**src/rtl/alu_result_stage_pkg.sv**
```systemverilog
// alu_result_stage_pkg: shared opcodes, FSM states and helpers for the ALU result capture stage.
package alu_result_stage_pkg;
    localparam int REG_SIZE_DEF = 32;
    localparam logic [3:0] OP_AND = 4'b0000;
    localparam logic [3:0] OP_OR  = 4'b0001;
    localparam logic [3:0] OP_ADD = 4'b0010;
    localparam logic [3:0] OP_SUB = 4'b0011;
    localparam logic [3:0] OP_SLL = 4'b0100;
    localparam logic [3:0] OP_SRL = 4'b0101;
    localparam logic [3:0] OP_SRA = 4'b0110;
    localparam logic [3:0] OP_ROL = 4'b0111;
    localparam logic [3:0] OP_MUL = 4'b1000;
    localparam logic [3:0] OP_DIV = 4'b1001;
    localparam logic [3:0] OP_NEG = 4'b1010;
    localparam logic [3:0] OP_NOT = 4'b1011;
    typedef enum logic [1:0] {ST_IDLE, ST_SETTLE, ST_HOLD} state_t;
    function automatic logic is_illegal(input logic [3:0] op);
        return op[3] & op[2];
    endfunction
    function automatic logic is_muldiv(input logic [3:0] op);
        return op == OP_MUL || op == OP_DIV;
    endfunction
endpackage

```
**src/rtl/alu_result_stage_settle.sv**
```systemverilog
// alu_settle_counter: loadable down-counter that stops at zero; done flags the final settle cycle.
module alu_settle_counter #(
    parameter int W = 3
) (
    input  logic         clk,
    input  logic         clr_n,
    input  logic         load,
    input  logic [W-1:0] load_val,
    output logic         done
);
    logic [W-1:0] count;
    always_ff @(posedge clk or negedge clr_n) begin
        if (!clr_n)
            count <= '0;
        else if (load)
            count <= load_val;
        else if (count != '0)
            count <= count - 1'b1;
    end
    assign done = count == '0;
endmodule

```
**src/rtl/alu_result_stage.sv**
```systemverilog
// alu_result_stage: captures the 64-bit ALU result after a per-op settle time, holds it under
// valid/ready, and owns HI/LO. Optional z_zero/z_neg flags with `ALU_RESULT_FLAGS_EN.
module alu_result_stage
    import alu_result_stage_pkg::*;
#(
    parameter int REG_SIZE      = REG_SIZE_DEF,
    parameter int SIMPLE_CYCLES = 1,
    parameter int MULDIV_CYCLES = 4
) (
    input  logic                  clk,
    input  logic                  clr_n,
    input  logic                  start,
    input  logic [3:0]            ctrl_sig,
    input  logic [2*REG_SIZE-1:0] alu_c_in,
    output logic                  busy,
    output logic                  z_valid,
    input  logic                  z_ready,
    output logic [REG_SIZE-1:0]   z_hi,
    output logic [REG_SIZE-1:0]   z_lo,
    output logic                  z_err,
    output logic [REG_SIZE-1:0]   hi_q,
    output logic [REG_SIZE-1:0]   lo_q
`ifdef ALU_RESULT_FLAGS_EN
    ,
    output logic                  z_zero,
    output logic                  z_neg
`endif
);
    localparam int CW = $clog2(MULDIV_CYCLES + 1);
    localparam logic [CW-1:0] SIMPLE_LD = CW'(SIMPLE_CYCLES - 1);
    localparam logic [CW-1:0] MULDIV_LD = CW'(MULDIV_CYCLES - 1);

    state_t state, state_nx;
    logic [3:0] op;
    logic load, capture, done;
    logic [REG_SIZE-1:0] cap_hi, cap_lo;

    alu_settle_counter #(.W(CW)) u_settle (
        .clk      (clk),
        .clr_n    (clr_n),
        .load     (load),
        .load_val (is_muldiv(ctrl_sig) ? MULDIV_LD : SIMPLE_LD),
        .done     (done)
    );

    always_comb begin
        state_nx = state;
        load     = 1'b0;
        capture  = 1'b0;
        case (state)
            ST_IDLE: begin
                load     = start;
                state_nx = start ? ST_SETTLE : ST_IDLE;
            end
            ST_SETTLE: begin
                capture  = done;
                state_nx = done ? ST_HOLD : ST_SETTLE;
            end
            ST_HOLD: begin
                load     = z_ready & start;
                state_nx = z_ready ? (start ? ST_SETTLE : ST_IDLE) : ST_HOLD;
            end
            default: state_nx = ST_IDLE;
        endcase
    end

    // Only mul keeps the upper half; shift/add spill bits are dropped.
    assign cap_hi = op == OP_MUL ? alu_c_in[2*REG_SIZE-1:REG_SIZE] : '0;
    assign cap_lo = is_illegal(op) ? '0 : alu_c_in[REG_SIZE-1:0];

    always_ff @(posedge clk or negedge clr_n) begin
        if (!clr_n) begin
            state <= ST_IDLE;
            op    <= '0;
            z_hi  <= '0;
            z_lo  <= '0;
            z_err <= 1'b0;
            hi_q  <= '0;
            lo_q  <= '0;
        end else begin
            state <= state_nx;
            if (load)
                op <= ctrl_sig;
            if (capture) begin
                z_hi  <= cap_hi;
                z_lo  <= cap_lo;
                z_err <= is_illegal(op);
                if (op == OP_MUL)
                    hi_q <= cap_hi;
                if (op == OP_MUL || op == OP_DIV)
                    lo_q <= cap_lo;
            end
        end
    end

`ifdef ALU_RESULT_FLAGS_EN
    always_ff @(posedge clk or negedge clr_n) begin
        if (!clr_n) begin
            z_zero <= 1'b0;
            z_neg  <= 1'b0;
        end else if (capture) begin
            z_zero <= cap_lo == '0;
            z_neg  <= op == OP_MUL ? cap_hi[REG_SIZE-1] : cap_lo[REG_SIZE-1];
        end
    end
`endif

    assign busy    = state != ST_IDLE;
    assign z_valid = state == ST_HOLD;
endmodule

```
**config.mk**
```make
export PLATFORM = sky130hd
export DESIGN_NAME = alu_result_stage
export DESIGN_NICKNAME = d
export VERILOG_FILES = /design/src/rtl/alu_result_stage_pkg.sv /design/src/rtl/alu_result_stage_settle.sv /design/src/rtl/alu_result_stage.sv
export SDC_FILE = /design/constraint.sdc
export NUM_CORES = 1
export LEC_CHECK = 0
export ABC_CLOCK_PERIOD_IN_PS = 2240
export CAP_MARGIN = 20
export CORE_MARGIN = 2
export CORE_UTILIZATION = 44
export CTS_CLUSTER_DIAMETER = 50
export DETAILED_ROUTE_END_ITERATION = 8
export HOLD_SLACK_MARGIN = 0.03
export PLACE_DENSITY = 0.86
export SLEW_MARGIN = 10
export SYNTH_ARGS = -nofsm -noshare
export SYNTH_HDL_FRONTEND = slang
export SYNTH_SLANG_ARGS = --single-unit
```
**constraint.sdc**
```tcl
create_clock -name clk -period 2.24 [get_ports clk]
set_input_delay 0.336 -clock clk [delete_from_list [all_inputs] [get_ports clk]]
set_output_delay 0.336 -clock clk [all_outputs]
set_load 0.02 [all_outputs]
```
==> results.txt <==
The most frequently used cell type in the post-synthesis netlist is sky130_fd_sc_hd__dfrtp_1. The largest fanout on the critical path came out at 32. The die covers 0.0133 mm2.

The combinational share of power is 0.449. Summing all non-filler instances in the final layout gives an area of 0.00818 mm2. Before antenna repair, the detailed router went through 4 iterations. On the final layout, the worst hold slack is 0.348 ns.

The data arrival time of the critical path came out at 2.38 ns. The most area-hungry cell type in the Yosys netlist is sky130_fd_sc_hd__dfrtp_1. The number of buffers between clock root and the deepest sink is 2. Between clock sinks in the finished design, the worst skew comes to 0.00363 ns.

The post-cts repair resize count came out at 0. The synthesized instance count is roughly 420. The summed negative setup slack over all endpoints is 0 ns. STA classifies the critical path startpoint as a flip-flop. The count of max-cap constraint violations is 0. The number of placement rows came out at 40.

The wire length on met1 is 5.64 mm. The sequential share of power is 0.349. The last weighted congestion value of the routability-driven placer is ~0.79. The final hold violation count came out at 0. On the worst path, the slowest cell contributes a delay of 0.50 ns. The number of distinct library cell variants in the gate-level netlist after synthesis is 27. The overall routed net length came out at ~14 mm. The count of nets left with antenna violations once routing finished came out at 0. The CTS sink count came out at 138. After layout, the design draws a total of 12.0 mW. The worst register-to-register path ends at hi_q[24]. The DRC marker count from the first detailed-route iteration came out at 275. The total clock buffers created by CTS is 17. The total I/O pin count came out at 203. The layout-stage area growth over the synthesis result came out at 50.1%. Summing every instance area after synthesis gives 0.00545 mm2. Clock tree synthesis selected as its root buffer the cell sky130_fd_sc_hd__clkbuf_16. The clock latency at the later pin of the worst-skew pair is 0.41 ns. For this run, asynchronously set or reset flops after synthesis account for 1.00.

By startpoint and endpoint, the worst setup path is classified as reg -> reg. The total met2 wirelength after detailed routing is 7.13 mm. In the final layout, the share of cells above drive strength 1 is 0.117. The switching power summed over all nets is about 4.3 mW. The average wire per cell in the routed design is approximately 17 um. The critical path buffer and inverter count came out at 2.

The effective utilization at floorplan is 0.452. Headroom to the max-slew limit came out at 0.538. The path depth of the worst reg2reg path came out at 7. The flow ran to the end, and the final reports show no timing, DRC or antenna violations. The time the final worst path needs with I/O delays and setup is 2.09 ns. After layout, the worst setup slack is 0.154 ns. The clock transition at the registers of the reported paths came out at approximately 0.050 ns. The leakage power came out at 3.99 nW. The launch point of the worst reg-to-reg path is u_settle.count[0]. The detailed placer's ending HPWL is around 9.7 mm. The signal on the critical path passes through inv_1, ha_1, ha_1, nand3b_4, or4_4, buf_12, mux2_4. The power density of the placed cells is 1470 mW/mm2. The worst hold path belongs to the class in -> async. After synthesis, the most frequently instantiated cells are sky130_fd_sc_hd__dfrtp_1, sky130_fd_sc_hd__nand2_1, sky130_fd_sc_hd__o21ai_0. The flip-flop and latch count after synthesis came out at between 100 and 150. The total overflow reported by the global router came out at 0.

The initial antenna violation count came to 0. At the pin with the least slew margin, the transition time is a little under 0.7 ns. The area inside the core boundary is between 0.01 and 0.015 mm2. The wire length of the first global-routing pass is 22.0 mm. The switching portion of total power came out at 0.359. The cell area after placement came out at 0.00767 mm2. The count of placed standard cells including taps is 778. Setup repair after global routing left no endpoint under its margin. The post-synthesis sequential area ratio came out at 0.633. The pre-CTS worst setup slack is about 0.16 ns.

The final-stage net count came out at 704. The width of the die came out at between 100 and 150 um. The yosys synthesis warning count is 0. The cell depth of the worst setup path is 7. The most frequent cell on the critical path is sky130_fd_sc_hd__ha_1. The internal power of the cells came out at a little under 8 mW. The amount of wire on met3 after detailed routing is between 700 and 800 um. The area fraction of the dominant cell type after synthesis is 0.633. The via count of the first global-routing pass came out at 4,322. The finished layout holds 809 standard cells, fillers aside. The number of flops mapped to enable cells by yosys is 0.

TritonCTS built the clock tree. The mean cell area of the mapped netlist came out at 12.9 um2. The synthesized net count came out at 498.

The total track usage is 0.219. The final max-slew violation count was 0. The vertical extent of the die came out at 115 um.

The maximum number of pins on one net before global-route repair came out at 80. The via total after detailed routing came out at 3,958. For this run, the top clock speed supported by timing is about 0.48 GHz.

The setup violation total in the final timing report is 0. The clock share of power came out at 0.202. The number of antenna diodes is 0.

The per-cell via count in the routed design is between 4 and 5. In the synthesized netlist the dominant register cell turns out to be sky130_fd_sc_hd__dfrtp_1. For this run, the share of the core covered by cells in the final layout is 0.679. The slowest cell on the critical path is sky130_fd_sc_hd__or4_4.

The critical path required time came out at 2.53 ns. The slack of the worst reg-to-reg path came out at 0.15 ns. The highest metal layer used by the detailed router is met4. After synthesis, the cell types taking the most area are sky130_fd_sc_hd__dfrtp_1, sky130_fd_sc_hd__mux2_4, sky130_fd_sc_hd__mux2i_1. The worst ir drop on vdd is 0.827 mV. Among cell families on the critical path, the largest total delay comes from simple AND/OR/NAND/NOR gates. The post-route clock period utilization came out at 0.931.

The count of buffers added on input and output ports is a little over 200. STA classifies the critical path endpoint as a flip-flop. The H-tree was split into 4 levels. The number of DRC violations after detailed routing came out at 0.
[sequential cells by signal, summed over array words and instances (netlist names)]
| register | flops |
|---|---|
| hi_q | 32 |
| lo_q | 32 |
| op | 4 |
| state | 2 |
| u_settle.count | 3 |
| z_err | 1 |
| z_hi | 32 |
| z_lo | 32 |
[how the worst max path moves through the flow]
| stage | from | slack [ns] | end |
|---|---|---|---|
| 2_1_floorplan | u_settle.count[0] | 0.18 | hi_q[10] |
| 3_3_place_gp | u_settle.count[0] | 0.22 | hi_q[23] |
| 3_5_place_dp | u_settle.count[0] | 0.16 | hi_q[24] |
| 4_1_cts | u_settle.count[0] | 0.16 | hi_q[26] |
| 5_1_grt | u_settle.count[0] | 0.08 | hi_q[26] |
| 6_report | u_settle.count[0] | 0.15 | hi_q[24] |
[metal layers]
metal | up-vias | track usage
met2 | 142 | 0.364
met5 | - | 0
li1 | 1839 | -
met1 | 1947 | 0.264
met3 | 30 | 0.0611
met4 | 0 | 0.104
[final cells by class]
class / count / area [um2]
fillers: 878 / 3880
flip-flops and latches: 138 / 3450
repair buffers: 213 / 2150
multi-input cells: 224 / 1730
clock buffers: 27 / 493
well taps: 168 / 210
inverters: 36 / 135
clock inverters: 3 / 15.0
[placed cells by master (no fill, tap or decap), types with 6 or more instances in the layout]
master	netlist	final
sky130_fd_sc_hd__dfrtp_1	138	138
sky130_fd_sc_hd__buf_4	1	7
sky130_fd_sc_hd__clkbuf_1	13	7
sky130_fd_sc_hd__nand2_1	66	66
sky130_fd_sc_hd__clkdlybuf4s50_1	0	201
sky130_fd_sc_hd__mux2i_1	32	32
sky130_fd_sc_hd__mux2_2	6	6
sky130_fd_sc_hd__inv_1	36	36
sky130_fd_sc_hd__a22o_1	32	32
sky130_fd_sc_hd__mux2_4	30	30
sky130_fd_sc_hd__o21ai_0	37	37
sky130_fd_sc_hd__clkbuf_16	0	17
[what timing repair did]
| item | in CTS | in global routing |
|---|---|---|
| hold endpoints to repair | 20 | 0 |
| hold buffers | 1 | 0 |
| setup buffers | 0 | 0 |
[cells by family (layout without fill, tap and decap cells)]
family,after synthesis,count (layout),synth area share
muxes,68,68,0.154
adders and majority gates,2,2,0.00459
and+or+nand+nor,82,82,0.0686
DFF,138,138,0.633
buffers and inverters,62,279,0.0507
xor gates and xnor gates,1,1,0.00161
AOI/OAI and AO/OA,71,71,0.0872
[power groups by stage]
stage / Sequential [mW] / Clock, mW / Combinational (mW)
after global placement: 4.17 / 0 / 5.22
final: 4.18 / 2.42 / 5.39
after CTS: 4.18 / 2.47 / 5.44
after detailed placement: 4.18 / 0 / 5.40
after global routing: 4.30 / 2.58 / 5.76
after floorplan: 5.23 / 0 / 1.68
Note: power is estimated with default switching activity, not from simulation.
